`config.mk`:
```
export PLATFORM = sky130hd
export DESIGN_NAME = time_display_mux
export DESIGN_NICKNAME = d
export VERILOG_FILES = /design/src/rtl/time_pkg.sv /design/src/rtl/seg7_encode.sv /design/src/rtl/time_display_mux.sv
export SDC_FILE = /design/constraint.sdc
export NUM_CORES = 1
export LEC_CHECK = 0
export ABC_AREA = 1
export CORE_UTILIZATION = 50
export CTS_BUF_LIST = sky130_fd_sc_hd__clkbuf_2 sky130_fd_sc_hd__clkbuf_4 sky130_fd_sc_hd__clkbuf_8
export DETAILED_ROUTE_END_ITERATION = 8
export DONT_BUFFER_PORTS = 1
export PLACE_DENSITY = 0.69
export SLEW_MARGIN = 10
export SYNTH_ARGS = -nofsm -noshare
export SYNTH_HDL_FRONTEND = slang
export SYNTH_SLANG_ARGS = --single-unit
export TNS_END_PERCENT = 10
```
`constraint.sdc`:
```
create_clock -name clk -period 2.8 [get_ports clk]
set_input_delay 0.28 -clock clk [delete_from_list [all_inputs] [get_ports clk]]
set_output_delay 0.28 -clock clk [all_outputs]
set_load 0.01 [all_outputs]
```
`src/rtl/time_pkg.sv`:
```
// rtl/time_pkg.sv - shared field widths, limits, digit indices and BCD helpers
// for the time display.
package time_pkg;

  localparam int HOURS_W    = 5;
  localparam int MINS_W     = 6;
  localparam int SECS_W     = 6;
  localparam int NUM_DIGITS = 6;

  localparam logic [5:0] MAX_HOURS     = 6'd23;
  localparam logic [5:0] MAX_MINS_SECS = 6'd59;

  localparam logic [2:0] DIG_SECS_U  = 3'd0;
  localparam logic [2:0] DIG_SECS_T  = 3'd1;
  localparam logic [2:0] DIG_MINS_U  = 3'd2;
  localparam logic [2:0] DIG_MINS_T  = 3'd3;
  localparam logic [2:0] DIG_HOURS_U = 3'd4;
  localparam logic [2:0] DIG_HOURS_T = 3'd5;

  localparam logic [3:0] DASH  = 4'd10;
  localparam logic [3:0] BLANK = 4'd15;

  typedef struct packed {
    logic [3:0] tens;
    logic [3:0] units;
  } bcd_t;

  // Comparison ladder instead of a divider; only valid for v <= 59.
  function automatic bcd_t split_bcd(input logic [5:0] v);
    bcd_t r;
    if (v >= 6'd50) begin
      r.tens = 4'd5; r.units = 4'(v - 6'd50);
    end else if (v >= 6'd40) begin
      r.tens = 4'd4; r.units = 4'(v - 6'd40);
    end else if (v >= 6'd30) begin
      r.tens = 4'd3; r.units = 4'(v - 6'd30);
    end else if (v >= 6'd20) begin
      r.tens = 4'd2; r.units = 4'(v - 6'd20);
    end else if (v >= 6'd10) begin
      r.tens = 4'd1; r.units = 4'(v - 6'd10);
    end else begin
      r.tens = 4'd0; r.units = v[3:0];
    end
    return r;
  endfunction

  function automatic bcd_t field_digits(input logic [5:0] v, input logic [5:0] max_v);
    bcd_t r;
    if (v > max_v) begin
      r.tens  = DASH;
      r.units = DASH;
    end else begin
      r = split_bcd(v);
    end
    return r;
  endfunction

endpackage

```
`src/rtl/seg7_encode.sv`:
```
// rtl/seg7_encode.sv - 4-bit code to active-high {g,f,e,d,c,b,a} segments;
// 0-9 digits, 10 dash, 11-15 blank.
module seg7_encode (
  input  logic [3:0] code,
  output logic [6:0] seg
);

  always_comb begin
    seg = 7'b0000000;
    case (code)
      4'd0:    seg = 7'b0111111;
      4'd1:    seg = 7'b0000110;
      4'd2:    seg = 7'b1011011;
      4'd3:    seg = 7'b1001111;
      4'd4:    seg = 7'b1100110;
      4'd5:    seg = 7'b1101101;
      4'd6:    seg = 7'b1111101;
      4'd7:    seg = 7'b0000111;
      4'd8:    seg = 7'b1111111;
      4'd9:    seg = 7'b1101111;
      4'd10:   seg = 7'b1000000;
      default: seg = 7'b0000000;
    endcase
  end

endmodule

```
`src/rtl/time_display_mux.sv`:
```
// rtl/time_display_mux.sv - 6-digit multiplexed HH.MM.SS display driver with
// per-frame snapshot, anode guard blanking and buzzer blink.
module time_display_mux
  import time_pkg::*;
#(
  parameter int SCAN_DIV       = 100000,
  parameter int GUARD          = 16,
  parameter int BLINK_TICKS    = 250,
  parameter int SEG_ACTIVE_LOW = 1,
  parameter int AN_ACTIVE_LOW  = 1
) (
  input  logic                  clk,
  input  logic                  reset,
  input  logic                  en,
  input  logic [HOURS_W-1:0]    hours,
  input  logic [MINS_W-1:0]     mins,
  input  logic [SECS_W-1:0]     secs,
  input  logic                  buzzer,
  output logic [NUM_DIGITS-1:0] an,
  output logic [6:0]            seg,
  output logic                  dp
);

  localparam int CW = $clog2(SCAN_DIV);
  localparam int BW = (BLINK_TICKS > 1) ? $clog2(BLINK_TICKS) : 1;
  localparam logic [CW-1:0] SCAN_LAST  = CW'(SCAN_DIV - 1);
  localparam logic [CW-1:0] GUARD_END  = CW'(GUARD);
  localparam logic [BW-1:0] BLINK_LAST = BW'(BLINK_TICKS - 1);
  localparam logic [NUM_DIGITS-1:0] AN_IDLE = (AN_ACTIVE_LOW != 0) ? '1 : '0;
  localparam logic [6:0] SEG_IDLE = (SEG_ACTIVE_LOW != 0) ? 7'h7f : 7'h00;
  localparam logic DP_IDLE = (SEG_ACTIVE_LOW != 0);

  logic [CW-1:0]         scan_cnt_q, scan_cnt_d;
  logic [2:0]            digit_idx_q, digit_idx_d;
  logic [BW-1:0]         blink_cnt_q, blink_cnt_d;
  logic                  blink_phase_q, blink_phase_d;
  logic                  first_q, first_d;
  logic [HOURS_W-1:0]    snap_hours_q, snap_hours_d;
  logic [MINS_W-1:0]     snap_mins_q, snap_mins_d;
  logic [SECS_W-1:0]     snap_secs_q, snap_secs_d;
  logic                  snap_buzzer_q, snap_buzzer_d;
  logic [NUM_DIGITS-1:0] an_q, an_d;
  logic [6:0]            seg_q, seg_d;
  logic                  dp_q, dp_d;

  logic                  slot_end, frame_end;
  logic [3:0]            code;
  logic [6:0]            seg_hi;
  logic [NUM_DIGITS-1:0] an_act;
  logic                  dp_act;
  bcd_t                  hr_bcd, mn_bcd, sc_bcd;

  always_comb begin
    slot_end  = (scan_cnt_q == SCAN_LAST);
    frame_end = slot_end && (digit_idx_q == DIG_HOURS_T);

    scan_cnt_d  = slot_end ? '0 : scan_cnt_q + CW'(1);
    digit_idx_d = digit_idx_q;
    if (slot_end) digit_idx_d = frame_end ? DIG_SECS_U : digit_idx_q + 3'd1;

    // Snapshot on the first edge out of reset and whenever a new frame starts.
    first_d       = 1'b0;
    snap_hours_d  = snap_hours_q;
    snap_mins_d   = snap_mins_q;
    snap_secs_d   = snap_secs_q;
    snap_buzzer_d = snap_buzzer_q;
    if (first_q || frame_end) begin
      snap_hours_d  = hours;
      snap_mins_d   = mins;
      snap_secs_d   = secs;
      snap_buzzer_d = buzzer;
    end

    blink_cnt_d   = blink_cnt_q;
    blink_phase_d = blink_phase_q;
    if (!snap_buzzer_q) begin
      blink_cnt_d   = '0;
      blink_phase_d = 1'b0;
    end else if (slot_end) begin
      if (blink_cnt_q == BLINK_LAST) begin
        blink_cnt_d   = '0;
        blink_phase_d = ~blink_phase_q;
      end else begin
        blink_cnt_d = blink_cnt_q + BW'(1);
      end
    end
  end

  always_comb begin
    hr_bcd = field_digits({1'b0, snap_hours_q}, MAX_HOURS);
    mn_bcd = field_digits(snap_mins_q, MAX_MINS_SECS);
    sc_bcd = field_digits(snap_secs_q, MAX_MINS_SECS);
    code   = BLANK;
    case (digit_idx_q)
      DIG_SECS_U:  code = sc_bcd.units;
      DIG_SECS_T:  code = sc_bcd.tens;
      DIG_MINS_U:  code = mn_bcd.units;
      DIG_MINS_T:  code = mn_bcd.tens;
      DIG_HOURS_U: code = hr_bcd.units;
      DIG_HOURS_T: code = hr_bcd.tens;
      default:     code = BLANK;
    endcase
  end

  seg7_encode u_seg7_encode (
    .code (code),
    .seg  (seg_hi)
  );

  always_comb begin
    an_act = '0;
    if ((scan_cnt_q >= GUARD_END) && en && !(snap_buzzer_q && blink_phase_q))
      an_act = NUM_DIGITS'(1) << digit_idx_q;
    dp_act = (digit_idx_q == DIG_MINS_U) || (digit_idx_q == DIG_HOURS_U);
    an_d   = (AN_ACTIVE_LOW != 0) ? ~an_act : an_act;
    seg_d  = (SEG_ACTIVE_LOW != 0) ? ~seg_hi : seg_hi;
    dp_d   = (SEG_ACTIVE_LOW != 0) ? ~dp_act : dp_act;
  end

  always_ff @(posedge clk or posedge reset) begin
    if (reset) begin
      scan_cnt_q    <= '0;
      digit_idx_q   <= '0;
      blink_cnt_q   <= '0;
      blink_phase_q <= 1'b0;
      first_q       <= 1'b1;
      snap_hours_q  <= '0;
      snap_mins_q   <= '0;
      snap_secs_q   <= '0;
      snap_buzzer_q <= 1'b0;
      an_q          <= AN_IDLE;
      seg_q         <= SEG_IDLE;
      dp_q          <= DP_IDLE;
    end else begin
      scan_cnt_q    <= scan_cnt_d;
      digit_idx_q   <= digit_idx_d;
      blink_cnt_q   <= blink_cnt_d;
      blink_phase_q <= blink_phase_d;
      first_q       <= first_d;
      snap_hours_q  <= snap_hours_d;
      snap_mins_q   <= snap_mins_d;
      snap_secs_q   <= snap_secs_d;
      snap_buzzer_q <= snap_buzzer_d;
      an_q          <= an_d;
      seg_q         <= seg_d;
      dp_q          <= dp_d;
    end
  end

  assign an  = an_q;
  assign seg = seg_q;
  assign dp  = dp_q;

endmodule

```
==> summary.txt, run 1 <==
Timing
  • Highest attainable clock frequency: 399 MHz
  • Setup Total Neg Slack: 0 ns
  • Post-route worst setup slack: 0.296 ns
  • Clock skew: 0.00631 ns
  • Final setup vio count: 0
  • Slew Viols, Final: 0
  • Setup repair after global routing missed its margin: false
  • Final hold violations: 0
  • Transition time at the pin with the least slew margin: 0.637 ns
  • Final min period: 2.50 ns
  • Part of the cycle the worst path needs: 0.894
  • Worst slew margin relative to its limit: 0.571
  • Final Hold Slack: 0.0562 ns

Die
  • Starting density of the core: 0.529
  • I/O pins: 35
  • Rows: 33
  • Total Die Area: 0.00924 sq mm
  • Floorplan die width: 96.1 microns
  • Floorplan core area: 0.00838 sq mm
  • Height of the die: 96.1 microns

Setup path
  • CP max-delay cell: dfrtp_1
  • Reg-to-reg slack, setup: 0.30 ns
  • Dominant delay contributor by cell family on the critical path: simple AND/OR/NAND/NOR gates
  • Arrival time reported for the critical path endpoint: 2.79 ns
  • Slowest Stage Delay on Critical Path: 0.48 ns
  • Most repeated library cell on the critical path: nand2_1
  • Crit-path cells: inv_2 -> ha_1 -> inv_1 -> nor2_1 -> nand2_1 -> nand2_2 -> nand2_1 -> nand2_1 -> nand2_1 -> nand2_1 -> nand2_1 -> nand3_1 -> nand2_1 -> nor2_4 -> inv_1 -> ha_1 -> inv_1 -> nand2_1 -> nand2_1 -> nand2_1 -> inv_1
  • Kind of start point of the critical path: register
  • Maximum fanout count along the critical path: 7
  • Total buffers and inverters traversed by the critical path: 5
  • Class of the most critical setup path: reg2reg
  • Worst EP required: 3.09 ns
  • Crit path capture type: register

Yosys
  • Count of different cell masters after synthesis: 39
  • Cell area after synthesis: 0.00443 sq mm
  • Share of synthesized cell area in and, or, nand and nor gates: 0.327
  • Combinational family with the most area after synthesis: simple AND/OR/NAND/NOR gates
  • Cells after synthesis: 601
  • Number of synthesized flops with an enable pin: 0
  • Most common flop cell mapped by yosys: dfrtp_1
  • Synthesized-area fraction occupied by adder cells: 0.0932
  • Synthesized-area fraction occupied by xor and xnor cells: 0.0237
  • Synthesis Warnings: 0
  • Portion of netlist area occupied by mux cells: 0.00254
  • Post-synthesis sequential element count: 62
  • Sequential area share after synthesis: 0.354
  • Post-synth net total: 655
  • Compound-cell area share of the yosys netlist: 0.0960
  • Share of async-settable or async-resettable flops after synthesis: 1.00
  • Average cell area after synthesis: 7.37 sq um

Global route
  • Wire length of the first global-routing pass: 15,800 microns
  • Global router's overall resource usage: 0.222
  • Maximum number of pins on one net before global-route repair: 33
  • Overflow left after global routing: 0
  • Number of global-route vias before repair: 3,579
  • Number of antenna violations at the first check in global routing: 0

Placed design
  • Post-place setup slack: 0.157 ns
  • Number of port buffers: 0
  • Total cell area at the placement stage: 0.00452 sq mm
  • Final HPWL from detailed placement: 7180 microns
  • Final GP Congestion: 0.932

Drt
  • Wirelength, routed: 9090 microns
  • First drt pass iteration count: 5
  • Per-cell routed wire length: 12.6 microns
  • Initial DRC Count: 137
  • DRC Markers: 0
  • Vias per Instance: 5.22
  • Antenna Nets Post-Route: 0
  • Total number of vias: 3,755

Pwr
  • Total leakage power: 2.42 nW
  • Maximum VDD drop: 0.238 mV
  • P per Cell Area: 499 mW/mm^2

CTS
  • Clock buffers created by TritonCTS: 9
  • TritonCTS clock tree: done
  • Sink Count: 62
  • Buffer cell driving the clock tree root: clkbuf_8
  • CTS max path bufs: 2
  • Total number of H-tree levels: 3
  • Clock transition at path regs: 0.07 ns
  • Worst skew pair latency: 0.34 ns
  • Setup Buffers After CTS: 0

Finish
  • Leading cell type in the layout, fill and taps excluded: nand2_1
  • Cell area after layout: 0.00471 sq mm
  • # diodes: 0
  • Commonest cells after routing, fill and taps aside: 133 x nand2_1, 87 x inv_1, 65 x nand3_1, 53 x nor2_1, 45 x dfrtp_1
  • Area growth from synthesis to layout: 6.35%
  • Layout cells sized above 1: 0.140
  • Final Net Count: 663

Hold path
  • Min-Delay Path Class: in2reg

Job
  • Number of maximum-capacitance violations: 0

Outcome
  • Outcome: finished clean
[routing by layer]
metal  track usage  up-vias  wire [microns]
li1              -     1950               -
met1         0.286     1730            4360
met2         0.366       64            4260
met3        0.0442       11             341
met4        0.0821        0             128
met5             0        -               0
[sequential cells by signal (all words and copies together) (netlist names)]
name / flops
seg: 7
blink_phase_q: 1
digit_idx_q: 3
first_q: 1
blink_cnt_q: 8
snap_hours_q: 5
scan_cnt_q: 17
snap_buzzer_q: 1
an: 6
dp: 1
snap_secs_q: 6
snap_mins_q: 6
[per-stage QoR]
step | cells | utilization | total power, mW
5_1_grt | 719 | 0.562 | 2.51
2_1_floorplan | 601 | - | 1.53
3_5_place_dp | 702 | 0.539 | 1.65
3_3_place_gp | 702 | 0.539 | 1.64
4_1_cts | 719 | 0.562 | 2.38
6_report | 719 | 0.562 | 2.35
[what timing repair did]
action,in CTS,in global routing
hold buffers,1,0
resized for setup,0,5
setup endpoints to repair,0,5
endpoints found under the hold margin,10,0
[Yosys cell counts (3+ instances only)]
master	n	area share
nand2_1	133	0.11
inv_1	90	0.076
nand3_1	65	0.073
nor2_1	54	0.046
dfrtp_1	47	0.27
ha_1	33	0.093
o21ai_0	29	0.033
a21oi_1	18	0.020
nand4_1	16	0.023
dfstp_2	15	0.089
inv_2	12	0.010
xor2_1	12	0.024
nand2_2	10	0.014
o21ai_1	9	0.010
nor3_1	8	0.0090
nor2_4	7	0.018
nor4_1	5	0.0071
a31oi_1	4	0.0056
buf_6	4	0.010
buf_4	3	0.0051
nor2_2	3	0.0042
[layout make-up]
cell class                      count  area, sq um
Fill cell                         808         3670
Multi-Input combinational cell    429         2410
Sequential cell                    62         1570
Inverter                          103          388
Clock buffer                       13          160
Tap cell                          105          131
Timing Repair Buffer                4         32.5
Clock inverter                      3         20.0
[path summary, 6_finish.rpt]
check / cells after the start / to / startpoint
worst max-delay path: 21 / seg[1] / snap_secs_q[3]
worst min-delay path: 2 / snap_hours_q[4] / hours[4]
worst max register to register: 21 / seg[1] / snap_secs_q[3]
worst min register to register: 1 / scan_cnt_q[0] / scan_cnt_q[0]
max in group asynchronous: 3 / an[3] / reset
min in group asynchronous: 2 / blink_cnt_q[3] / reset
[power by group]
group	leakage, nW	internal (mW)	switching, mW
registers	0.762	1.01	0.100
clock network	0.0899	0.374	0.347
logic	1.57	0.181	0.341
total	2.42	1.57	0.787
[kinds of logic after synthesis]
logic type	count (synthesis)
compound gates	72
xor+xnor	12
fa+ha+maj	33
buf+inv	110
flops	62
mux	1
other cells	1
simple gates	310
(Power assumes the default switching activity.)
==> inputs of run 2 (changes only) <==
--- a/config.mk
+++ b/config.mk
@@ -5,7 +5,6 @@
 export SDC_FILE = /design/constraint.sdc
 export NUM_CORES = 1
 export LEC_CHECK = 0
-export ABC_AREA = 1
 export CORE_UTILIZATION = 50
 export CTS_BUF_LIST = sky130_fd_sc_hd__clkbuf_2 sky130_fd_sc_hd__clkbuf_4 sky130_fd_sc_hd__clkbuf_8
 export DETAILED_ROUTE_END_ITERATION = 8
==> run 2 against run 1 <==
Compared with the run above: die area down 4.4%; combinational power rose by 27%; synthesized cell count fell by 28%; utilization grew 2.9 points; register-to-register slack worse by 0.24 ns; largest power group unchanged; via count is 12% lower; clock power increased by 20%; highest routed layer unchanged; first-iteration DRC count shrank 15%; routed wire length increased by 1.5%.
==> summary.txt, run 2 <==
Outcome
  • Outcome: finished clean

Pwr
  • P per Cell Area: 545 mW/mm^2
  • Maximum VDD drop: 0.255 mV
  • Portion of total power attributed to the clock network: 0.328
  • Psw: 0.803 mW
  • Power Internal: 1.84 mW
  • Total leakage power: 2.03 nW
  • Sequential power share: 0.421
  • Switching share of power: 0.304
  • Post-route total power: 2.64 mW
  • Power share of the combinational group: 0.251

Timing
  • Part of the cycle the worst path needs: 0.979
  • Final setup vio count: 0
  • Transition time at the pin with the least slew margin: 0.539 ns
  • Slew Viols, Final: 0
  • Final min period: 2.74 ns
  • Setup repair after global routing missed its margin: true
  • Clock skew: 0.0169 ns
  • Highest attainable clock frequency: 365 MHz
  • Final hold violations: 0
  • Worst slew margin relative to its limit: 0.640

Yosys
  • Top post-synthesis cells by area: dfrtp_1 28%, ha_1 9.8%, dfstp_2 9.3%, mux2_2 4.8%, o21ai_0 3.1%
  • Synthesis Warnings: 0
  • Sequential area share after synthesis: 0.371
  • Most common flop cell mapped by yosys: dfrtp_1
  • Combinational family with the most area after synthesis: compound AO/OA/AOI/OAI gates
  • Cells after synthesis: 432
  • Cell area after synthesis: 0.00423 sq mm
  • Portion of netlist area occupied by mux cells: 0.0550
  • Average cell area after synthesis: 9.80 sq um
  • Compound-cell area share of the yosys netlist: 0.198
  • Dominant cell type by area after synthesis: dfrtp_1
  • Number of synthesized flops with an enable pin: 0
  • Count of different cell masters after synthesis: 72
  • Post-synth net total: 486
  • Share of Yosys cell area claimed by the top area cell type: 0.278
  • Most frequent cell after synthesis: dfrtp_1
  • Synthesized-area fraction occupied by adder cells: 0.0975
  • Share of synthesized cell area in and, or, nand and nor gates: 0.184
  • Synthesized-area fraction occupied by xor and xnor cells: 0.0435
  • Share of async-settable or async-resettable flops after synthesis: 1.00
  • Post-synthesis sequential element count: 62
  • List of most frequent post-synthesis cells: 47 x dfrtp_1, 34 x nand2_1, 33 x ha_1, 29 x inv_1, 26 x o21ai_0

Placed design
  • Number of port buffers: 0
  • Final GP Congestion: 0.921
  • Dpl cells: 551
  • Total cell area at the placement stage: 0.00453 sq mm
  • Final HPWL from detailed placement: 6710 microns

Drt
  • Antenna Nets Post-Route: 0
  • Highest metal used: met4
  • Initial DRC Count: 116
  • Vias per Instance: 5.84
  • Wire length on met2: 4780 microns
  • First drt pass iteration count: 4
  • Per-cell routed wire length: 16.2 microns
  • Metal3 WL: 289 microns
  • Wirelength, routed: 9230 microns
  • DRT met1 WL: 4000 microns
  • DRC Markers: 0
  • Total number of vias: 3,323

Global route
  • Maximum number of pins on one net before global-route repair: 43
  • Number of global-route vias before repair: 3,234
  • Global router's overall resource usage: 0.220
  • Wire length of the first global-routing pass: 15,200 microns
  • Number of antenna violations at the first check in global routing: 0
  • Overflow left after global routing: 0

Setup path
  • Slowest Stage Delay on Critical Path: 0.43 ns
  • CP max-delay cell: dfrtp_2
  • Class of the most critical setup path: reg2reg
  • Maximum fanout count along the critical path: 4
  • Arrival time reported for the critical path endpoint: 3.02 ns
  • Crit-path cells: inv_2 -> ha_2 -> a2111oi_4 -> a21boi_4 -> o31ai_1 -> a21oi_2 -> xnor2_2 -> a221oi_4 -> inv_2 -> ha_1 -> o21a_1 -> a21oi_2
  • Kind of start point of the critical path: register
  • Dominant delay contributor by cell family on the critical path: compound AO/OA/AOI/OAI gates
  • Crit path capture type: register
  • Total buffers and inverters traversed by the critical path: 2
  • Worst EP required: 3.08 ns

CTS
  • Clock transition at path regs: 0.08 ns
  • CTS max path bufs: 2
  • Total number of H-tree levels: 3
  • Worst skew pair latency: 0.35 ns
  • TritonCTS clock tree: done
  • Clock buffers created by TritonCTS: 9
  • Sink Count: 62
  • Buffer cell driving the clock tree root: clkbuf_8

Finish
  • Number of flip-flops under the largest register name: 17
  • Final core occ: 0.591
  • Commonest cells after routing, fill and taps aside: 43 x dfrtp_1, 34 x nand2_1, 32 x buf_4, 30 x ha_1
  • Leading cell type in the layout, fill and taps excluded: dfrtp_1
  • Register with the most flip-flops: scan_cnt_q
  • Cell area after layout: 0.00485 sq mm
  • Area growth from synthesis to layout: 14.7%
  • Final Net Count: 513
  • # diodes: 0
  • # fillers: 709
  • Layout cells sized above 1: 0.267
  • Final cell count without fillers: 569

Die
  • Starting density of the core: 0.515
  • Floorplan core area: 0.00822 sq mm
  • Total Die Area: 0.00884 sq mm
  • I/O pins: 35
  • Height of the die: 94.0 microns
  • Rows: 33
  • Floorplan die width: 94.0 microns

Job
  • Number of maximum-capacitance violations: 0

Hold path
  • Min-Delay Path Class: in2reg
[run 2: cell count changes in the layout (fill, tap and decap cells not counted), moves of 8 or more]
cell | previous run | this run
nand2_1 | 133 | 34
inv_1 | 87 | 26
nand3_1 | 65 | 16
nor2_1 | 53 | 19
buf_4 | 3 | 32
mux2_2 | 1 | 18
inv_2 | 15 | 3
nor2b_1 | 0 | 12
xnor2_1 | 0 | 11
nand2_2 | 10 | 0
nand4_1 | 16 | 8
[run 2: kinds of logic (layout without fill, tap and decap cells)]
group           count (synthesis)  in the layout
compound gates                103            103
xor+xnor                       21             21
fa+ha+maj                      33             33
buf+inv                        49             81
flops                          62             62
mux                            21             21
other cells                     1              1
simple gates                  142            142
[run 2: path summary, 6_finish.rpt]
path	slack, ns	from	depth (start not counted)	endpoint
setup / recovery	0.06	snap_secs_q[2]	12	seg[1]
setup reg to reg	0.06	snap_secs_q[2]	12	seg[1]
min in group asynchronous	0.42	reset	3	snap_secs_q[5]
max in group asynchronous	1.86	reset	3	snap_mins_q[2]
hold reg to reg	0.50	scan_cnt_q[4]	1	scan_cnt_q[4]
hold / removal	0.07	secs[3]	1	snap_secs_q[3]
[run 2: metal layers]
layer / up-vias / GRT usage
met3: 16 / 0.0413
met2: 49 / 0.386
li1: 1610 / -
met1: 1648 / 0.269
met4: 0 / 0.0782
met5: - / 0
[run 2: layout make-up]
class                      count  area, sq um  share of cell area
multi-input combinational    321         2530               0.521
timing repair buffer          36          293              0.0603
inverter                      29          109              0.0224
sequential                    62         1580               0.324
clock buffer                  10          131              0.0271
clock inverter                 6         86.3              0.0178
tap                          105          131              0.0271
[run 2: timing repair]
item | CTS | global route
setup buffers | 0 | 1
resized for setup | 1 | 22
setup endpoints to repair | 1 | 7
hold buffers | 1 | 0
pin swaps | 0 | 6
hold endpoints to repair | 47 | 0
[run 2: per-stage QoR]
step	setup WS (ns)	TNS (ns)	hold slack, ns
4_1_cts	0.000527	0	0.0590
5_1_grt	-0.0710	-0.264	0.0563
6_report	0.0602	0	0.0690
3_5_place_dp	0.0205	0	0.214
3_3_place_gp	0.0856	0	0.205
2_1_floorplan	0.00489	0	0.431
[run 2: power groups by stage]
| stage | Clock [mW] | Combinational (mW) | Sequential, mW |
|---|---|---|---|
| after global placement | 0 | 0.605 | 1.13 |
| after CTS | 0.893 | 0.628 | 1.11 |
| after global routing | 0.931 | 0.729 | 1.12 |
| after detailed placement | 0 | 0.619 | 1.13 |
| after floorplan | 0 | 0.490 | 1.09 |
| final | 0.867 | 0.664 | 1.11 |
==> inputs of run 3 (changes only) <==
--- a/config.mk
+++ b/config.mk
@@ -5,11 +5,13 @@
 export SDC_FILE = /design/constraint.sdc
 export NUM_CORES = 1
 export LEC_CHECK = 0
-export CORE_UTILIZATION = 50
+export CELL_PAD_IN_SITES_DETAIL_PLACEMENT = 1
+export CELL_PAD_IN_SITES_GLOBAL_PLACEMENT = 2
+export CORE_UTILIZATION = 43
 export CTS_BUF_LIST = sky130_fd_sc_hd__clkbuf_2 sky130_fd_sc_hd__clkbuf_4 sky130_fd_sc_hd__clkbuf_8
 export DETAILED_ROUTE_END_ITERATION = 8
 export DONT_BUFFER_PORTS = 1
-export PLACE_DENSITY = 0.69
+export PLACE_DENSITY = 0.87
 export SLEW_MARGIN = 10
 export SYNTH_ARGS = -nofsm -noshare
 export SYNTH_HDL_FRONTEND = slang
==> run 3 against run 2 <==
Compared with the run above: fmax down 1.0%; global-route usage rose by 0.39 points; routed wire length grew 14%; flip-flop and latch count stayed put; critical endpoint is now seg[3]; count of clock-buffer cells in the layout fell by 1; clock power decreased by 6.6%.
==> summary.txt, run 3 (same netlist as run 2, synthesis figures left out) <==
Outcome
  • Outcome: finished clean

Drt
  • Per-cell routed wire length: 17.7 microns
  • First drt pass iteration count: 4
  • Wirelength, routed: 10,500 microns
  • Vias per Instance: 5.64
  • Initial DRC Count: 117
  • Total number of vias: 3,367
  • DRC Markers: 0
  • Antenna Nets Post-Route: 0

Die
  • Total Die Area: 0.0102 sq mm
  • Floorplan core area: 0.00937 sq mm
  • Floorplan die width: 101 microns
  • Rows: 35
  • Height of the die: 101 microns
  • I/O pins: 35
  • Starting density of the core: 0.452

Finish
  • Leading cell type in the layout, fill and taps excluded: dfrtp_1
  • Final cell count without fillers: 597
  • Final core occ: 0.523
  • Final Net Count: 517
  • Number of flip-flops under the largest register name: 17
  • Commonest cells after routing, fill and taps aside: 45 x dfrtp_1, 37 x buf_4, 34 x nand2_1, 28 x ha_1, 26 x inv_1
  • # diodes: 0
  • Register with the most flip-flops: scan_cnt_q
  • Cell area after layout: 0.00490 sq mm
  • Layout cells sized above 1: 0.271
  • Area growth from synthesis to layout: 15.8%

Placed design
  • Dpl cells: 573
  • Total cell area at the placement stage: 0.00453 sq mm
  • Number of port buffers: 0
  • Final HPWL from detailed placement: 7780 microns
  • Final GP Congestion: 0.824

Global route
  • Number of global-route vias before repair: 3,618
  • Maximum number of pins on one net before global-route repair: 32
  • Overflow left after global routing: 0
  • Wire length of the first global-routing pass: 18,000 microns
  • Global router's overall resource usage: 0.224
  • Number of antenna violations at the first check in global routing: 0

CTS
  • Sink Count: 62
  • Total number of H-tree levels: 3
  • TritonCTS clock tree: done
  • Worst skew pair latency: 0.35 ns
  • Buffer cell driving the clock tree root: clkbuf_8
  • Clock buffers created by TritonCTS: 9
  • Clock transition at path regs: 0.08 ns
  • CTS max path bufs: 2

Setup path
  • Arrival time reported for the critical path endpoint: 3.04 ns
  • Worst R2R End: seg[3]
  • Crit path capture type: register
  • Logic depth of the worst register-to-register path: 12
  • Reg-to-reg slack, setup: 0.03 ns
  • Kind of start point of the critical path: register
  • Class of the most critical setup path: reg2reg
  • Maximum fanout count along the critical path: 3
  • Worst EP required: 3.07 ns
  • Startpoint of the worst-slack reg-to-reg timing path: snap_secs_q[2]

Timing
  • Part of the cycle the worst path needs: 0.989
  • Final Hold Slack: 0.0730 ns
  • Final setup vio count: 0
  • Setup repair after global routing missed its margin: true
  • Setup Total Neg Slack: 0 ns
  • Final min period: 2.77 ns
  • Clock skew: 0.0124 ns
  • Slew Viols, Final: 0
  • Worst slew margin relative to its limit: 0.655
  • Transition time at the pin with the least slew margin: 0.513 ns
  • Highest attainable clock frequency: 361 MHz
  • Final hold violations: 0

Hold path
  • Min-Delay Path Class: in2reg
  • HP Start: secs[4]
  • Hold Path Cell Cnt: 1
  • Hold endpoint: snap_secs_q[4]

Pwr
  • Power share of the combinational group: 0.271
  • Switching share of power: 0.329
  • Maximum VDD drop: 0.273 mV
  • Psw: 0.869 mW
  • Portion of total power attributed to the clock network: 0.307
  • Power Internal: 1.77 mW
  • P per Cell Area: 539 mW/mm^2
  • Total leakage power: 2.04 nW
  • Sequential power share: 0.422

Job
  • Number of maximum-capacitance violations: 0
==> run 3: cell types whose count changed in the layout (fill, tap and decap cells not counted), sizes merged <==
cell / before / now
clkinvlp: 1 / 2
inv: 29 / 31
clkbuf: 10 / 9
bufinv: 2 / 1
buf: 35 / 39
clkinv: 3 / 2
==> run 3: timing repair <==
action	CTS	global route
resized for setup	2	25
endpoints found under the hold margin	47	0
pin swaps	1	9
hold buffers	1	0
buffers inserted	0	7
cloned	0	0
setup endpoints to repair	4	7
==> run 3: cell type report <==
| type | instances | area [sq um] |
|---|---|---|
| repair buffers | 40 | 310 |
| clock inverters | 7 | 72.6 |
| well taps | 129 | 161 |
| fillers | 1075 | 4470 |
| flip-flops and latches | 62 | 1570 |
| clock buffers | 9 | 124 |
| multi-input cells | 321 | 2550 |
| inverters | 29 | 109 |
==> run 3: power groups by stage <==
| stage | clock [mW] | sequential [mW] | combinational (mW) |
|---|---|---|---|
| final | 0.810 | 1.12 | 0.715 |
| after floorplan | 0 | 1.09 | 0.490 |
| after global routing | 0.870 | 1.13 | 0.784 |
| after global placement | 0 | 1.13 | 0.612 |
| after CTS | 0.830 | 1.11 | 0.643 |
| after detailed placement | 0 | 1.13 | 0.636 |
==> run 3: metal layers <==
metal  global-route usage  part of all wire
met5                    0                 0
met4               0.0870             0.021
met3               0.0414             0.021
met2                0.386              0.51
met1                0.280              0.45
==> run 3: per-stage QoR <==
| step | worst slack [ns] | power (mW) |
|---|---|---|
| finish | 0.0316 | 2.64 |
| global route | -0.124 | 2.78 |
| CTS | 0.00873 | 2.59 |
| detailed placement | -0.0468 | 1.77 |
| global placement | 0.0381 | 1.74 |
| floorplan | 0.00489 | 1.58 |
==> run 3: worst max-delay path by stage <==
stage	from	cells past startpoint	endpoint	slack, ns
floorplan	snap_secs_q[2]	12	seg[1]	0.005
CTS	snap_mins_q[2]	11	seg[1]	0.009
detailed placement	snap_mins_q[3]	12	seg[1]	-0.05
global route	snap_secs_q[2]	14	seg[5]	-0.12
finish	snap_secs_q[2]	12	seg[3]	0.03
global placement	snap_mins_q[3]	12	seg[1]	0.04
==> run 3: worst max-delay path, cell delays in order, from the launching register on <==
cell and delay (ns):
dfrtp_1 0.43, inv_2 0.08, ha_4 0.17, a2111oi_4 0.38
a21boi_4 0.26, o31ai_2 0.08, a21oi_2 0.23, xnor2_2 0.12
a221oi_4 0.34, inv_2 0.09, ha_4 0.27, mux2i_1 0.07
a22oi_1 0.17
